===== src/rtl/tick_monitor_if.sv =====
// Tick monitor bus: raw tick input plus every measurement/status output of the monitor.
// Latency: none; this file only groups wires.
// Backpressure: none; the tick stream is a free-running pulse train.
//
// Ports (via modports):
//   master : drives tick_in, observes period/period_valid/locked/early_err/late_err/fault_cnt
//   slave  : the monitor itself (receives tick_in, drives the status outputs)
interface tick_monitor_if #(
  parameter int EXPECT_CYC = 25_000_000,
  parameter int TOL_CYC    = 1000
);
  localparam int W = $clog2(EXPECT_CYC + TOL_CYC + 1) + 1;

  logic         tick_in;
  logic [W-1:0] period;
  logic         period_valid;
  logic         locked;
  logic         early_err;
  logic         late_err;
  logic [7:0]   fault_cnt;

  modport master (
    output tick_in,
    input  period, period_valid, locked, early_err, late_err, fault_cnt
  );

  modport slave (
    input  tick_in,
    output period, period_valid, locked, early_err, late_err, fault_cnt
  );
endinterface


===== src/rtl/tick_monitor.sv =====
// Tick monitor: measures tick-to-tick intervals, declares lock, flags early/missing ticks.
// Latency: outputs registered one cycle after the tick is seen (+2 cycles with TICK_MON_SYNC_EN).
// Backpressure: none; every tick is consumed on arrival.
//
// Optional build macro: TICK_MON_SYNC_EN -- adds a 2-flop synchronizer and rising-edge
// detector on tick_in so it may be asynchronous or a multi-cycle level.
//
// Ports:
//   clk, rst           : clock and synchronous active-high reset
//   bus.tick_in        : tick pulse
//   bus.period         : last measured interval (cycles), bus.period_valid strobes on update
//   bus.locked         : LOCK_COUNT consecutive in-tolerance intervals seen
//   bus.early_err      : strobe, interval shorter than EXPECT_CYC-TOL_CYC
//   bus.late_err       : strobe, no tick within EXPECT_CYC+TOL_CYC cycles
//   bus.fault_cnt      : saturating count of early/late events
module tick_monitor #(
  parameter int EXPECT_CYC = 25_000_000,
  parameter int TOL_CYC    = 1000,
  parameter int LOCK_COUNT = 3
) (
  input  logic          clk,
  input  logic          rst,
  tick_monitor_if.slave bus
);
  localparam int W  = $clog2(EXPECT_CYC + TOL_CYC + 1) + 1;
  localparam int GW = $clog2(LOCK_COUNT + 1);

  localparam logic [W-1:0]  LO_CYC = W'(EXPECT_CYC - TOL_CYC);
  localparam logic [W-1:0]  HI_CYC = W'(EXPECT_CYC + TOL_CYC);
  localparam logic [GW-1:0] LOCK_G = GW'(LOCK_COUNT);

  typedef enum logic [1:0] {IDLE, SEARCH, LOCKED} state_t;

  state_t        state, state_n;
  logic [W-1:0]  cnt, cnt_n;
  logic [GW-1:0] good, good_n;
  logic [W-1:0]  period_q, period_n;
  logic          pv_q, pv_n;
  logic          locked_q, locked_n;
  logic          early_q, early_n;
  logic          late_q, late_n;
  logic [7:0]    fcnt_q, fcnt_n;
  logic          tick;
  logic [GW:0]   good_inc;

`ifdef TICK_MON_SYNC_EN
  // Two synchronizer flops, third flop holds the previous level for edge detection.
  logic [2:0] sync_q;
  always_ff @(posedge clk) begin
    if (rst) sync_q <= '0;
    else     sync_q <= {sync_q[1:0], bus.tick_in};
  end
  assign tick = sync_q[1] & ~sync_q[2];
`else
  assign tick = bus.tick_in;
`endif

  // One extra bit so the lock comparison cannot overflow at saturation.
  assign good_inc = {1'b0, good} + (GW + 1)'(1);

  always_ff @(posedge clk) begin
    if (rst) begin
      state    <= IDLE;
      cnt      <= '0;
      good     <= '0;
      period_q <= '0;
      pv_q     <= 1'b0;
      locked_q <= 1'b0;
      early_q  <= 1'b0;
      late_q   <= 1'b0;
      fcnt_q   <= '0;
    end else begin
      state    <= state_n;
      cnt      <= cnt_n;
      good     <= good_n;
      period_q <= period_n;
      pv_q     <= pv_n;
      locked_q <= locked_n;
      early_q  <= early_n;
      late_q   <= late_n;
      fcnt_q   <= fcnt_n;
    end
  end

  always_comb begin
    state_n  = state;
    cnt_n    = cnt;
    good_n   = good;
    period_n = period_q;
    pv_n     = 1'b0;
    locked_n = locked_q;
    early_n  = 1'b0;
    late_n   = 1'b0;
    case (state)
      IDLE: begin
        cnt_n = '0;
        if (tick) begin
          state_n = SEARCH;
          cnt_n   = W'(1);
          good_n  = '0;
        end
      end
      SEARCH, LOCKED: begin
        if (tick) begin
          // The tick wins over a simultaneous timeout, so cnt == HI_CYC is still good.
          period_n = cnt;
          pv_n     = 1'b1;
          cnt_n    = W'(1);
          if (cnt >= LO_CYC) begin
            good_n = (good == LOCK_G) ? good : good_inc[GW-1:0];
            if (good_inc >= {1'b0, LOCK_G}) begin
              state_n  = LOCKED;
              locked_n = 1'b1;
            end
          end else begin
            early_n  = 1'b1;
            good_n   = '0;
            state_n  = SEARCH;
            locked_n = 1'b0;
          end
        end else if (cnt == HI_CYC) begin
          late_n   = 1'b1;
          locked_n = 1'b0;
          good_n   = '0;
          state_n  = IDLE;
          cnt_n    = '0;
        end else begin
          cnt_n = cnt + W'(1);
        end
      end
      default: begin
        state_n = IDLE;
        cnt_n   = '0;
        good_n  = '0;
      end
    endcase
    fcnt_n = fcnt_q;
    if ((early_n || late_n) && fcnt_q != 8'hFF) fcnt_n = fcnt_q + 8'd1;
  end

  assign bus.period       = period_q;
  assign bus.period_valid = pv_q;
  assign bus.locked       = locked_q;
  assign bus.early_err    = early_q;
  assign bus.late_err     = late_q;
  assign bus.fault_cnt    = fcnt_q;
endmodule


===== src/flat_wrapper.sv =====
// flat-port wrapper written by rule: the top's interface ports become plain ports
module tick_monitor_flat 
#(
  parameter int EXPECT_CYC = 25_000_000,
  parameter int TOL_CYC    = 1000,
  parameter int LOCK_COUNT = 3
)
  (clk, rst, bus_tick_in, bus_period, bus_period_valid, bus_locked, bus_early_err, bus_late_err, bus_fault_cnt);
  tick_monitor_if #(.EXPECT_CYC(EXPECT_CYC), .TOL_CYC(TOL_CYC)) bus_i ();
  input  logic clk;
  input  logic rst;
  input wire logic [$bits(bus_i.tick_in)-1:0] bus_tick_in;
  output wire logic [$bits(bus_i.period)-1:0] bus_period;
  output wire logic [$bits(bus_i.period_valid)-1:0] bus_period_valid;
  output wire logic [$bits(bus_i.locked)-1:0] bus_locked;
  output wire logic [$bits(bus_i.early_err)-1:0] bus_early_err;
  output wire logic [$bits(bus_i.late_err)-1:0] bus_late_err;
  output wire logic [$bits(bus_i.fault_cnt)-1:0] bus_fault_cnt;
  assign bus_i.tick_in = bus_tick_in;
  assign bus_period = bus_i.period;
  assign bus_period_valid = bus_i.period_valid;
  assign bus_locked = bus_i.locked;
  assign bus_early_err = bus_i.early_err;
  assign bus_late_err = bus_i.late_err;
  assign bus_fault_cnt = bus_i.fault_cnt;
  tick_monitor #(.EXPECT_CYC(EXPECT_CYC), .TOL_CYC(TOL_CYC), .LOCK_COUNT(LOCK_COUNT)) u_core (.clk(clk), .rst(rst), .bus(bus_i));
endmodule

===== config.mk =====
export PLATFORM = sky130hd
export DESIGN_NAME = tick_monitor_flat
export DESIGN_NICKNAME = d
export VERILOG_FILES = /design/src/rtl/tick_monitor_if.sv /design/src/rtl/tick_monitor.sv /design/src/flat_wrapper.sv
export SDC_FILE = /design/constraint.sdc
export NUM_CORES = 1
export LEC_CHECK = 0
export BUFFER_PORTS_ARGS = -buffer_cell sky130_fd_sc_hd__buf_2
export CAP_MARGIN = 20
export CORE_UTILIZATION = 31
export DETAILED_ROUTE_END_ITERATION = 10
export HOLD_SLACK_MARGIN = 0.12
export PLACE_DENSITY_LB_ADDON = 0.08
export SYNTH_ARGS = -nofsm -noshare
export SYNTH_HDL_FRONTEND = slang
export SYNTH_SLANG_ARGS = --single-unit

===== constraint.sdc =====
create_clock -name clk -period 2.5 [get_ports clk]
set_clock_uncertainty 0.15 [all_clocks]
set_input_delay 0.125 -clock clk [delete_from_list [all_inputs] [get_ports clk]]
set_output_delay 0.125 -clock clk [all_outputs]
set_load 0.005 [all_outputs]

**Word level (Yosys, flattened, before mapping)**

Index checks and enable logic that the tools add are counted.

- Register bits after elaboration: 68
- Input bits: 3
- Output and inout port bits: 38
- Logic and storage cells: 61

- Add/sub/neg operators: 3
- Magnitude comparators: 2
- Equal/unequal tests: 10
- Mux-type cells: 26
- Bitwise logic cells: 1
- Reductions and logical operators: 10

Operators by type and width:

| kind | count |
|---|---|
| $mux 26 | 2 |
| $pmux 26 s2 | 1 |
| $add 26x1->26 const B | 1 |
| $eq 26x25->1 const B | 1 |
| $ge 26x25->1 const B | 1 |
| $mux 2 | 9 |
| $mux 1 | 12 |
| $reduce_and 3->1 | 3 |
| $add 8x1->8 const B | 1 |
| $ne 4x4->1 const B | 2 |
| $ne 8x8->1 const B | 1 |
| $pmux 2 s2 | 2 |
| $eq 2x2->1 const B | 2 |
| $reduce_or 2->1 | 2 |
| $add 2x1->3 const B | 1 |
| $ge 3x2->1 const B | 1 |
| $ne 3x2->1 const B | 1 |
| $ne 3x3->1 const B | 1 |
| $eq 2x1->1 const B | 1 |
| $logic_not 2->1 | 1 |
| $ne 2x2->1 const B | 1 |
| $reduce_and 2->1 | 1 |
| $reduce_bool 2->1 | 1 |
| $logic_and 1x1->1 | 1 |
| 2 further kinds | 2 |

**Longest topological paths before layout**

- Word-level depth: 6
- Mapped depth: 9
- Depth with buffers taken out: 8

**Worst setup path after synthesis**

Ideal clock, no wire load.

- Path type: reg2reg
- From: reg u_core.cnt[23]
- To: reg u_core.fcnt_q[7] (netlist: u_core.bus.fault_cnt[7])
- Setup time: 0.121 ns
- Arrival time: 1.923 ns
- Required time: 2.229 ns
- Setup slack: 0.305 ns
- Stages on the path, launching flop included: 7
- Buffers on the path: 0
- Clock period less this slack: 2.195 ns
- Cell sequence: dfxtp_1 -> and4bb_1 -> nand4_2 -> o41a_4 -> a31o_1 -> nor4b_4 -> mux2_4

- Word-level cells in the longest chain between the ends: 6
- Elaborated cells on any way between the ends: 10
- Classes of those cells: order compare: 1; eq/ne: 1; mux: 6; reduce/logical: 2

RTL lines:

| what | line | source |
|---|---|---|
| start, declared | tick_monitor.sv:35 | `logic [W-1:0] cnt, cnt_n;` |
| start signal, assigned | tick_monitor.sv:74 | `cnt <= cnt_n;` |
| $ge 26x25->1 / $eq 26x25->1 (equally long branches) | tick_monitor.sv:109, tick_monitor.sv:121 |  |
| $mux 1 (on tied branches) | tick_monitor.sv:109, tick_monitor.sv:121 |  |
| $mux 1 | tick_monitor.sv:104 | `if (tick) begin` |
| $mux 1 | tick_monitor.sv:94 | `case (state)` |
| $logic_or 1x1->1 * | tick_monitor.sv:138 | `if ((early_n \|\| late_n) && fcnt_q != 8'hFF) fcnt_n = fcnt_q + 8'd1;` |
| $logic_and 1x1->1 * | tick_monitor.sv:138 |  |
| end signal, assigned | tick_monitor.sv:81 | `fcnt_q <= fcnt_n;` |
| end, declared | tick_monitor.sv:42 | `logic [7:0] fcnt_q, fcnt_n;` |

Every way passes the cells marked *; elsewhere a longest branch is shown, timed or not.
A chain may end at the register's enable or synchronous reset.

**Worst setup path after layout**

Ends and elaborated chain as after synthesis.

==> impl_metrics.csv <==
group,metric,value,unit
worst_setup_path,timing.critical_path.from,"u_core.cnt[23]$_SDFF_PP0_",
run_status,run_status,"finished, final reports clean",
hold_path,timing.hold.worst.class,"reg2reg",
clock_tree,cts_tree,"built",
global_route,grt_remaining_overflow,0,
global_route,grt_pass1_wl,11400,µm
worst_setup_path,critPathRequiredTime,2.57,ns
routing,drc,0,
cells_and_area,regArea,0.00136,mm²
timing,worst-slew-pin-transition,0.520,ns
global_route,first_global_vias,2337,
clock_tree,postCtsResizedCells,0,
routing,ant_nets,0,
synth,fraction_of_post_synthesis_cell_area_in_the_top_cell_type_by_area,45.5,%
synth,ys.warnings.count,0,
hold_path,timing.hold.worst_endpoint,"u_core.bus.period[14]$_SDFFE_PP0P_",
die,boundaryPins,41,
die,chipHeight,100,µm
placement,post-dp-hpwl,4580,µm
synth,post_synth_num_cell_types,45,
synth,ys_dominant_reg_cell,"sky130_fd_sc_hd__dfxtp_1",
routing,detailedRoute.firstPassIterationCount,5,
placement,gp_routability_congestion,0.787,
power_and_ir_drop,vdd_ir_drop_max,0.231,mV
power_and_ir_drop,total_power,0.00203,W
cells_and_area,antenna_cells_inserted,0,
routing,postRouteWirelength,6630,µm
clock_tree,cts-root-to-sink-buffers,2,
worst_setup_path,crit_chain,"and4bb_1 -> nand4_2 -> o41a_4 -> a31o_1 -> nor4b_4 -> mux2_4",
synth,synth.area.top_cells,"sky130_fd_sc_hd__dfxtp_1 (46%), sky130_fd_sc_hd__nand2_1 (8.9%), sky130_fd_sc_hd__a21oi_1 (6.2%)",
timing,total_of_endpoints_with_negative_setup_slack_in_the_final_report,0,
synth,ys_ff_latch,68,
timing,slew_headroom,65.3,%
worst_setup_path,crit_type,"reg2reg",
synth,syn_area,0.00299,mm²
worst_setup_path,r2r-start,"u_core.cnt[23]$_SDFF_PP0_",
synth,synthCells,361,
die,core,0.00928,mm²
clock_tree,cts.reportedPaths.clkPinSlew,0.07,ns
cells_and_area,nNetsFinal,421,
global_route,antenna_found_initial,0,
hold_path,worst_hold_path.num_cells,2,
routing,via_count,2519,
worst_setup_path,ff2ff_path_depth,6,
worst_setup_path,critPathSlowestCell,"sky130_fd_sc_hd__o41a_4",
timing,period_share,92.7,%
worst_setup_path,r2r_end,"u_core.bus.fault_cnt[7]$_SDFFE_PP0P_",
placement,numPlacedInstances,526,
timing,final-max-slew-violation-count,0,
run,max_cap_violations,0,
synth,synth.avg_cell_area,8.28,µm²
worst_setup_path,worst_path_dominant_cell_family,"compound AO/OA/AOI/OAI gates",
die,num_rows,35,
routing,avgViaCountPerCell,4.64,
worst_setup_path,critical_path_peak_fanout,6,
power_and_ir_drop,pwr_density_cell,568,mW/mm²
synth,number_of_enable_flip_flop_cells_after_synthesis,0,
cells_and_area,num-fill-cells,988,
clock_tree,cts_root_buffer,"sky130_fd_sc_hd__clkbuf_8",
timing,clock.fmax,0.431,GHz
cells_and_area,multi_input_comb_area,0.00152,mm²
worst_setup_path,setup.worst_path.start_class,"register",
routing,drt_iter0_markers,70,
power_and_ir_drop,p_leak,1.35,nW
clock_tree,h-tree-depth,3,
die,die-width,100,µm
worst_setup_path,cp-end-kind,"register",
worst_setup_path,timing.critical_path.arrival,2.39,ns
global_route,grt_start_max_net_pins,29,
synth,post_synth_most_frequent_cells,"sky130_fd_sc_hd__nand2_1 (71), sky130_fd_sc_hd__dfxtp_1 (68), sky130_fd_sc_hd__nor2_1 (43)",
timing,report.final.hold_viol_count,0,
worst_setup_path,regToRegSetupSlack,0.18,ns
clock_tree,clkSinkCount,68,
cells_and_area,final_cell_count_no_fill,543,
synth,synthesis.nets,372,
timing,unrepaired_setup_endpoints_after_global_routing,"false",
synth,fraction_of_registers_with_async_set_reset,0,%
die,die_area,0.0100,mm²
global_route,grt.total_usage,14.3,%
cells_and_area,proportion_of_layout_cells_with_a_drive_suffix_above_1,18.4,%
cells_and_area,area_growth,19.5,%
synth,synth.largest_area_cell,"sky130_fd_sc_hd__dfxtp_1",
clock_tree,cts_made_buffers,9,
worst_setup_path,cp_num_buf_inv,0,
timing,total_negative_setup_slacks,0,ns
synth,seq_area_frac_synth,45.5,%
clock_tree,worst_skew_pair.late_latency,0.34,ns
placement,portBuffers,40,
routing,wire_per_inst,12.2,µm
worst_setup_path,cpPeakStageDelay,0.51,ns
synth,yosys.cell_count.top_type,"sky130_fd_sc_hd__nand2_1",
hold_path,hold_path_startpoint,"u_core.bus.period[14]$_SDFFE_PP0P_",
die,initial_utilization,32.2,%
timing,finalWorstPathRequiredPeriod,2.32,ns
## worst reg2reg max path, stage by stage (launching register included)
cell and delay [ns]:
sky130_fd_sc_hd__dfxtp_1 0.36, sky130_fd_sc_hd__and4bb_1 0.32, sky130_fd_sc_hd__nand4_2 0.17, sky130_fd_sc_hd__o41a_4 0.51, sky130_fd_sc_hd__a31o_1 0.27, sky130_fd_sc_hd__nor4b_4 0.14
sky130_fd_sc_hd__mux2_4 0.30
## cells in the final DEF (no fill, tap or decap), types with 10 or more instances in the layout
cell type	Yosys	layout
sky130_fd_sc_hd__buf_4	0	14
sky130_fd_sc_hd__inv_1	10	10
sky130_fd_sc_hd__nand3_1	17	17
sky130_fd_sc_hd__buf_2	2	40
sky130_fd_sc_hd__a21oi_1	37	37
sky130_fd_sc_hd__clkbuf_8	0	11
sky130_fd_sc_hd__dfxtp_1	68	68
sky130_fd_sc_hd__nand2_1	71	71
sky130_fd_sc_hd__xor2_1	17	17
sky130_fd_sc_hd__nor2_1	43	43
## power breakdown
| group | leakage, nW | switching (W) | internal (W) |
|---|---|---|---|
| Clock | 0.0893 | 0.000398 | 0.000407 |
| Sequential | 0.548 | 0.00000830 | 0.00109 |
| Combinational | 0.717 | 0.0000826 | 0.0000404 |
## logic make-up after synthesis
kind of cell,Yosys count,share of synthesized area [%]
buffers and inverters,28,3.64
AOI/OAI and AO/OA,58,12.1
and+or+nand+nor,171,26.9
adders and majority gates,8,3.35
muxes,3,1.21
xor gates and xnor gates,25,7.32
DFF,68,45.5
## registers in the layout, summed over array words and instances, names as in the netlist
register,count
u_core.bus.locked,1
u_core.bus.fault_cnt,8
u_core.good,2
u_core.cnt,26
u_core.bus.period_valid,1
u_core.bus.early_err,1
u_core.state,2
u_core.bus.late_err,1
u_core.bus.period,26
## per-stage QoR
stage | cell area, µm² | setup slack (ns) | hold slack [ns] | utilization, %
finish | 3570 | 0.182 | 0.300 | 38.5
global route | 3570 | 0.0673 | 0.318 | 38.5
CTS | 3570 | 0.177 | 0.304 | 38.5
detailed placement | 3390 | 0.180 | 0.294 | 36.5
global placement | 3390 | 0.205 | 0.292 | 36.5
floorplan | 2990 | 0.305 | 0.130 | -
## what timing repair did
| action | CTS | global route |
|---|---|---|
| endpoints found under the setup margin | 0 | 0 |
| setup buffers | 0 | 0 |
| endpoints found under the hold margin | 10 | 0 |
| hold buffers | 2 | 0 |
## cell type report
class | count | share of cell area [%]
inverter | 10 | 1.05
clock inverter | 2 | 0.280
timing repair buffer | 56 | 9.10
clock buffer | 13 | 4.45
sequential | 68 | 38.1
tap | 129 | 4.52
multi-input combinational | 265 | 42.5
## worst max path at each step
stage                     depth (start not counted)                                   end  slack [ns]
after floorplan                                   6  u_core.bus.fault_cnt[7]$_SDFFE_PP0P_        0.31
after global placement                            9  u_core.bus.fault_cnt[5]$_SDFFE_PP0P_        0.20
after detailed placement                          6  u_core.bus.fault_cnt[7]$_SDFFE_PP0P_        0.18
after CTS                                         6  u_core.bus.fault_cnt[7]$_SDFFE_PP0P_        0.18
after global routing                              6  u_core.bus.fault_cnt[1]$_SDFFE_PP0P_        0.07
final                                             6  u_core.bus.fault_cnt[7]$_SDFFE_PP0P_        0.18
## metal layers
layer  track usage [%]  share of wire [%]
met5                 0                  0
met4              5.69                1.1
met3              3.41                3.3
met2              21.5                 44
met1              19.7                 51
Note: power is estimated with default switching activity, not from simulation.
